### config.mk
export PLATFORM = sky130hd
export DESIGN_NAME = player_core
export DESIGN_NICKNAME = d
export VERILOG_FILES = /design/src/rtl/player_core.sv
export SDC_FILE = /design/constraint.sdc
export NUM_CORES = 1
export LEC_CHECK = 0
export CORE_ASPECT_RATIO = 0.9
export CORE_UTILIZATION = 55
export CTS_CLUSTER_DIAMETER = 50
export CTS_CLUSTER_SIZE = 24
export DETAILED_ROUTE_END_ITERATION = 16
export PLACE_DENSITY = 0.85
export SKIP_LAST_GASP = 1
export SLEW_MARGIN = 25
export SYNTH_ARGS = -nofsm -noshare
export SYNTH_HDL_FRONTEND = slang
export SYNTH_SLANG_ARGS = --single-unit
export TNS_END_PERCENT = 5
### constraint.sdc
create_clock -name clk -period 6.6 [get_ports clk]
set_input_delay 1.32 -clock clk [delete_from_list [all_inputs] [get_ports clk]]
set_output_delay 1.32 -clock clk [all_outputs]
set_load 0.005 [all_outputs]
### src/rtl/player_core.sv
`default_nettype none
// ============================================================================
// Module   : player_core
// Purpose  : Executes DODGE-phase player instructions: HP, heart position and
//            death flag. Define PLAYER_INVULN_EN for post-hit invulnerability.
// Revision : 1.0 - initial release
// ============================================================================
module player_core #(
  parameter int HP_MAX        = 100,
  parameter int BOX_X0        = 240,
  parameter int BOX_X1        = 400,
  parameter int BOX_Y0        = 280,
  parameter int BOX_Y1        = 420,
  parameter int STEP          = 2,
  parameter int MOVE_DIV      = 250000,
  parameter int INVULN_CYCLES = 50000000
) (
  input  logic        clk,
  input  logic        reset,
  input  logic [15:0] i_playerInstruction,
  input  logic        i_isMove,
  input  logic        i_startDmg,
  output logic [7:0]  o_hp,
  output logic [9:0]  o_posX,
  output logic [9:0]  o_posY,
  output logic        o_isDeath,
  output logic        o_hpChange,
  output logic        o_invuln
);

  localparam logic [3:0]         C_OP_HPY = 4'd1;
  localparam logic [3:0]         C_OP_DPY = 4'd2;
  localparam logic [3:0]         C_OP_MOV = 4'd5;
  localparam logic [3:0]         C_OP_SHP = 4'd6;
  localparam logic [7:0]         C_HP_MAX = 8'(HP_MAX);
  localparam logic [9:0]         C_X_MID  = 10'((BOX_X0 + BOX_X1) / 2);
  localparam logic [9:0]         C_Y_MID  = 10'((BOX_Y0 + BOX_Y1) / 2);
  localparam logic signed [10:0] C_X0     = 11'(BOX_X0);
  localparam logic signed [10:0] C_X1     = 11'(BOX_X1);
  localparam logic signed [10:0] C_Y0     = 11'(BOX_Y0);
  localparam logic signed [10:0] C_Y1     = 11'(BOX_Y1);
  localparam logic signed [10:0] C_STEP   = 11'(STEP);
  localparam int                 C_MCNT_W = $clog2(MOVE_DIV + 1);
  localparam logic [C_MCNT_W-1:0] C_MCNT_LAST = C_MCNT_W'(MOVE_DIV - 1);

  typedef enum logic [1:0] {
    S_ALIVE = 2'd0,
    S_HIT   = 2'd1,
    S_DEAD  = 2'd2
  } state_t;

  state_t              r_state, w_state_nxt;
  logic [7:0]          r_hp, w_hp_nxt;
  logic [9:0]          r_posX, r_posY, w_posX_nxt, w_posY_nxt;
  logic [15:0]         r_prev_instr;
  logic                r_dmg_q, r_hpChange;
  logic [C_MCNT_W-1:0] r_move_cnt;

  logic [3:0]          w_op;
  logic [7:0]          w_operand;
  logic                w_shp, w_dmg_edge, w_hpy, w_dpy, w_mov_held, w_mov;
  logic [8:0]          w_heal_sum;
  logic signed [10:0]  w_x_s, w_y_s;

`ifdef PLAYER_INVULN_EN
  localparam int                  C_ICNT_W    = $clog2(INVULN_CYCLES + 1);
  localparam logic [C_ICNT_W-1:0] C_ICNT_LAST = C_ICNT_W'(INVULN_CYCLES - 1);
  logic [C_ICNT_W-1:0] r_inv_cnt;
  logic                w_inv_done;
  assign w_inv_done = (r_inv_cnt == C_ICNT_LAST);
`endif

  function automatic logic [9:0] f_clamp(input logic signed [10:0] v,
                                         input logic signed [10:0] lo,
                                         input logic signed [10:0] hi);
    if (v < lo) return lo[9:0];
    if (v > hi) return hi[9:0];
    return v[9:0];
  endfunction

  assign w_op       = i_playerInstruction[15:12];
  assign w_operand  = i_playerInstruction[11:4];
  assign w_shp      = (w_op == C_OP_SHP) && (i_playerInstruction != r_prev_instr);
  assign w_dmg_edge = i_startDmg && !r_dmg_q;
  assign w_hpy      = w_dmg_edge && (w_op == C_OP_HPY) && (r_state != S_DEAD);
  // HIT only exists in the invulnerable build, so ALIVE-only is exact in both.
  assign w_dpy      = w_dmg_edge && (w_op == C_OP_DPY) && (r_state == S_ALIVE);
  assign w_mov_held = (w_op == C_OP_MOV) && i_isMove;
  assign w_mov      = w_mov_held && (r_move_cnt == '0) && (r_state != S_DEAD);
  assign w_heal_sum = {1'b0, r_hp} + {1'b0, w_operand};

  always_comb begin
    w_hp_nxt    = r_hp;
    w_posX_nxt  = r_posX;
    w_posY_nxt  = r_posY;
    w_state_nxt = r_state;
    w_x_s       = $signed({1'b0, r_posX});
    w_y_s       = $signed({1'b0, r_posY});
    if (w_shp) begin
      w_hp_nxt    = (w_operand > C_HP_MAX) ? C_HP_MAX : w_operand;
      w_posX_nxt  = C_X_MID;
      w_posY_nxt  = C_Y_MID;
      w_state_nxt = (w_operand == 8'd0) ? S_DEAD : S_ALIVE;
    end else if (w_hpy) begin
      w_hp_nxt = (w_heal_sum > {1'b0, C_HP_MAX}) ? C_HP_MAX : w_heal_sum[7:0];
    end else if (w_dpy) begin
      w_hp_nxt = (w_operand >= r_hp) ? 8'd0 : r_hp - w_operand;
      if (w_operand >= r_hp)
        w_state_nxt = S_DEAD;
`ifdef PLAYER_INVULN_EN
      else if (w_operand != 8'd0)
        w_state_nxt = S_HIT;
`endif
    end else if (w_mov) begin
      case (w_operand[1:0])
        2'd0:    w_y_s = w_y_s - C_STEP;
        2'd1:    w_x_s = w_x_s - C_STEP;
        2'd2:    w_y_s = w_y_s + C_STEP;
        default: w_x_s = w_x_s + C_STEP;
      endcase
      w_posX_nxt = f_clamp(w_x_s, C_X0, C_X1);
      w_posY_nxt = f_clamp(w_y_s, C_Y0, C_Y1);
    end
`ifdef PLAYER_INVULN_EN
    if (!w_shp && (r_state == S_HIT) && w_inv_done)
      w_state_nxt = S_ALIVE;
`endif
  end

  always_ff @(posedge clk) begin
    if (reset) begin
      r_state      <= S_ALIVE;
      r_hp         <= C_HP_MAX;
      r_posX       <= C_X_MID;
      r_posY       <= C_Y_MID;
      r_prev_instr <= '0;
      r_dmg_q      <= 1'b0;
      r_hpChange   <= 1'b0;
      r_move_cnt   <= '0;
    end else begin
      r_state      <= w_state_nxt;
      r_hp         <= w_hp_nxt;
      r_posX       <= w_posX_nxt;
      r_posY       <= w_posY_nxt;
      r_prev_instr <= i_playerInstruction;
      r_dmg_q      <= i_startDmg;
      r_hpChange   <= (w_hp_nxt != r_hp);
      // Counter sits at zero until the key is held, so the first step is immediate.
      if (!w_mov_held || (r_move_cnt == C_MCNT_LAST))
        r_move_cnt <= '0;
      else
        r_move_cnt <= r_move_cnt + 1'b1;
    end
  end

`ifdef PLAYER_INVULN_EN
  always_ff @(posedge clk) begin
    if (reset)
      r_inv_cnt <= '0;
    else if ((r_state == S_HIT) && (w_state_nxt == S_HIT))
      r_inv_cnt <= r_inv_cnt + 1'b1;
    else
      r_inv_cnt <= '0;
  end
  assign o_invuln = (r_state == S_HIT);
`else
  assign o_invuln = 1'b0;
`endif

  assign o_hp       = r_hp;
  assign o_posX     = r_posX;
  assign o_posY     = r_posY;
  assign o_isDeath  = (r_state == S_DEAD);
  assign o_hpChange = r_hpChange;

endmodule
`default_nettype wire
==> results.yml <==
global_route:
  grt_pass1_wl_um: 23300
  grt_start_max_net_pins: 31
  grt_usage: 0.311
  grt_overflow_total: 0
  antenna_found_initial: 0
  grt_pass1_vias: 4748
job:
  drv_cap: 0
placed_design:
  place_inst: 796
  place_congestion: 0.940
  hpwl_um: 10800
  port_buffers: 47
timing:
  post-route-min-period_ns: 4.68
  slew_headroom: 0.532
  fmax_mhz: 214
  tns_ns: 0
  clock_skew_ns: 0.0132
  fin_hold_ws_ns: 0.494
  slew_viol_final: 0
  fin_crit_sh: 0.708
  rsz0062_at_grt: "false"
  worst_slew_pin_slew_ns: 0.697
  finalSetupViolCount: 0
  hold_viol: 0
cts:
  htreeDepth: 3
  path_clk_slew_ns: 0.08
  insertion_delay_ns: 0.35
  cts_sinks: 63
  cts-root-to-sink-buffers: 2
  cts_setup_buffers: 0
  ctsHoldBuffers: 0
  cts_buffers: 9
  cts_resized: 0
  clock-root-buffer: "clkbuf_8"
  tritoncts: "done"
logic_synthesis:
  ys_seq_area_frac: 0.248
  synth-xor-area-share: 0.0914
  avgSynthCellArea_um2: 7.70
  yosysTopAreaCell: "dfxtp_1"
  yosys.area_share.simple: 0.264
  synth_top_cell_area_share: 0.248
  synth_mux_area_frac: 0.0121
  ys_top_cells_by_area: "dfxtp_1, ha_1, nor2_1, xor2_1, xnor2_1"
  netlist_instances: 659
  synth_cell_types: 77
  syn_area_um2: 5080
  yosys-top-cells-count: "nor2_1, dfxtp_1, nand2_1"
  synth_top_family_by_area: "simple AND/OR/NAND/NOR gates"
  yosys_warnings: 0
  ys_dominant_reg_cell: "dfxtp_1"
  synth_edf_count: 0
  synth_compound_area_frac: 0.244
  synth-async-reset-ratio: 0
  ys_seq_elements: 63
  yosysMostFrequentCell: "nor2_1"
  synthAdderAreaFrac: 0.0808
die:
  die_h_um: 93.1
  fp.dieW_um: 103
  row_count: 32
  die_area_um2: 9620
  core_area_um2: 8770
  start_util: 0.579
  pin_count: 51
setup_path:
  start_kind: "primary input"
  end_kind: "register"
  cp.arrival_ns: 4.92
  critPathMaxStageDelay_ns: 0.81
  critPathKind: "primary input to register"
  crit_start: "i_playerInstruction[4]"
  timing.rr.start: "o_hp[0]"
  cp-endpoint: "o_posY[5]"
  timing.rr.end: "o_hpChange"
  path_cells: "clkdlybuf4s50_1, clkinv_1, nand2_1, ha_1, nor2b_1, o21a_1, o21a_1, o21ai_1, a21oi_1, xnor2_1, a31oi_4, a32o_1"
  cpMostUsedCell: "o21a_1"
  cpMaxStageDelayCell: "clkdlybuf4s50_1"
  r2r_slack_ns: 3.31
  cp.required_ns: 6.84
  path_max_fanout: 15
  r2r_cells: 12
power:
  p_clk_frac: 0.380
  swShare: 0.314
  pwr-share-comb: 0.226
  switchingPower_mw: 0.320
  p_leak_nw: 2.29
  p_int_mw: 0.698
  power.density_nw_per_um2: 176
  total_power_mw: 1.02
  pwr-share-seq: 0.394
  ir_worst_vdd_mv: 0.203
final_layout:
  final_core_util: 0.661
  final_nets: 739
  area_delta_synth_final_pct: 14.2
  fin_cells: 812
  layout-drive-gt1-share: 0.0491
  num_antenna_cells: 0
  fill_cells: 756
drt:
  drt_iter0_drc: 430
  viasPerCell: 6.39
  first_pass_iters: 5
  num_vias: 5192
  drc: 0
  ant_nets: 0
  routed_wirelength_um: 14300
  wl_per_cell_um: 17.7
hold_path:
  hp-class: "register to register"
outcome:
  status: "complete, no violations"
layout by cell type (no fill, tap or decap), types with 4 or more instances in the layout:
cell type / instances
nand2b_1: 6
clkdlybuf4s50_1: 47
and3_1: 13
nor2_1: 70
a21o_1: 8
buf_4: 5
o21ai_0: 28
clkbuf_8: 9
a211oi_1: 9
or3_1: 11
dfxtp_1: 63
nor4_1: 16
a32oi_1: 4
o21ai_1: 4
nor2b_1: 18
mux2i_1: 5
a211o_1: 5
xor2_1: 30
nor3_1: 24
inv_1: 33
nand3_1: 23
a31oi_1: 10
nand2_1: 47
and2_1: 4
a21oi_1: 30
o311ai_0: 4
xnor2_1: 23
ha_1: 28
o31ai_1: 6
o211ai_1: 11
o2111ai_1: 12
nand4_1: 11
through the flow:
step           worst slack [ns]  cell area [um2]
2_1_floorplan              2.45             5080
5_1_grt                    1.71             5800
4_1_cts                    1.99             5800
3_3_place_gp               1.56             5570
6_report                   1.92             5800
3_5_place_dp               1.62             5570
logic make-up (layout without fill, tap and decap cells):
kind of cell	count (synthesis)	in the layout
other cells	1	3
compound gates	173	173
simple gates	262	262
flops	63	63
xor+xnor	53	53
mux	6	6
fa+ha+maj	31	31
buf+inv	70	102
sequential cells by signal (all words and copies together), names as in the netlist:
signal	cells
r_move_cnt	18
o_hp	8
o_posX	9
o_hpChange	1
r_state	1
o_posY	9
r_dmg_q	1
r_prev_instr	16
per-layer routing:
metal,GRT usage,part of all wire
met1,0.435,0.46
met4,0.0692,0.013
met3,0.0658,0.074
met2,0.488,0.45
met5,0,0
final cells by class:
cell class,count,area [um2],share of cell area
clock buffers,9,124,0.0214
clock inverters,7,104,0.0179
inverters,34,128,0.0220
multi-input cells,528,3520,0.608
flip-flops and latches,63,1260,0.218
well taps,119,149,0.0257
repair buffers,52,508,0.0876
power groups by stage:
stage          clock (mW)  sequential [mW]  combinational [mW]
2_1_floorplan           0            0.406               0.159
3_3_place_gp            0            0.409               0.219
3_5_place_dp            0            0.410               0.222
4_1_cts             0.394            0.401               0.224
5_1_grt             0.408            0.402               0.249
6_report            0.387            0.401               0.230
critical path, delay by kind of cell:
kind,cells,cell delay [ns]
buffers and inverters,2,0.99
AOI/OAI and AO/OA,6,1.18
and+or+nand+nor,2,0.48
xor gates and xnor gates,1,0.58
adders and majority gates,1,0.34
worst min-delay path by stage:
stage | cells past startpoint | slack [ns] | end | from
finish | 1 | 0.49 | r_move_cnt[0] | r_move_cnt[0]
global route | 1 | 0.53 | r_move_cnt[0] | r_move_cnt[0]
CTS | 1 | 0.50 | r_move_cnt[0] | r_move_cnt[0]
detailed placement | 1 | 0.48 | r_move_cnt[0] | r_move_cnt[0]
global placement | 1 | 0.46 | r_move_cnt[0] | r_move_cnt[0]
floorplan | 1 | 0.44 | r_move_cnt[0] | r_move_cnt[0]
(Power assumes the default switching activity.)
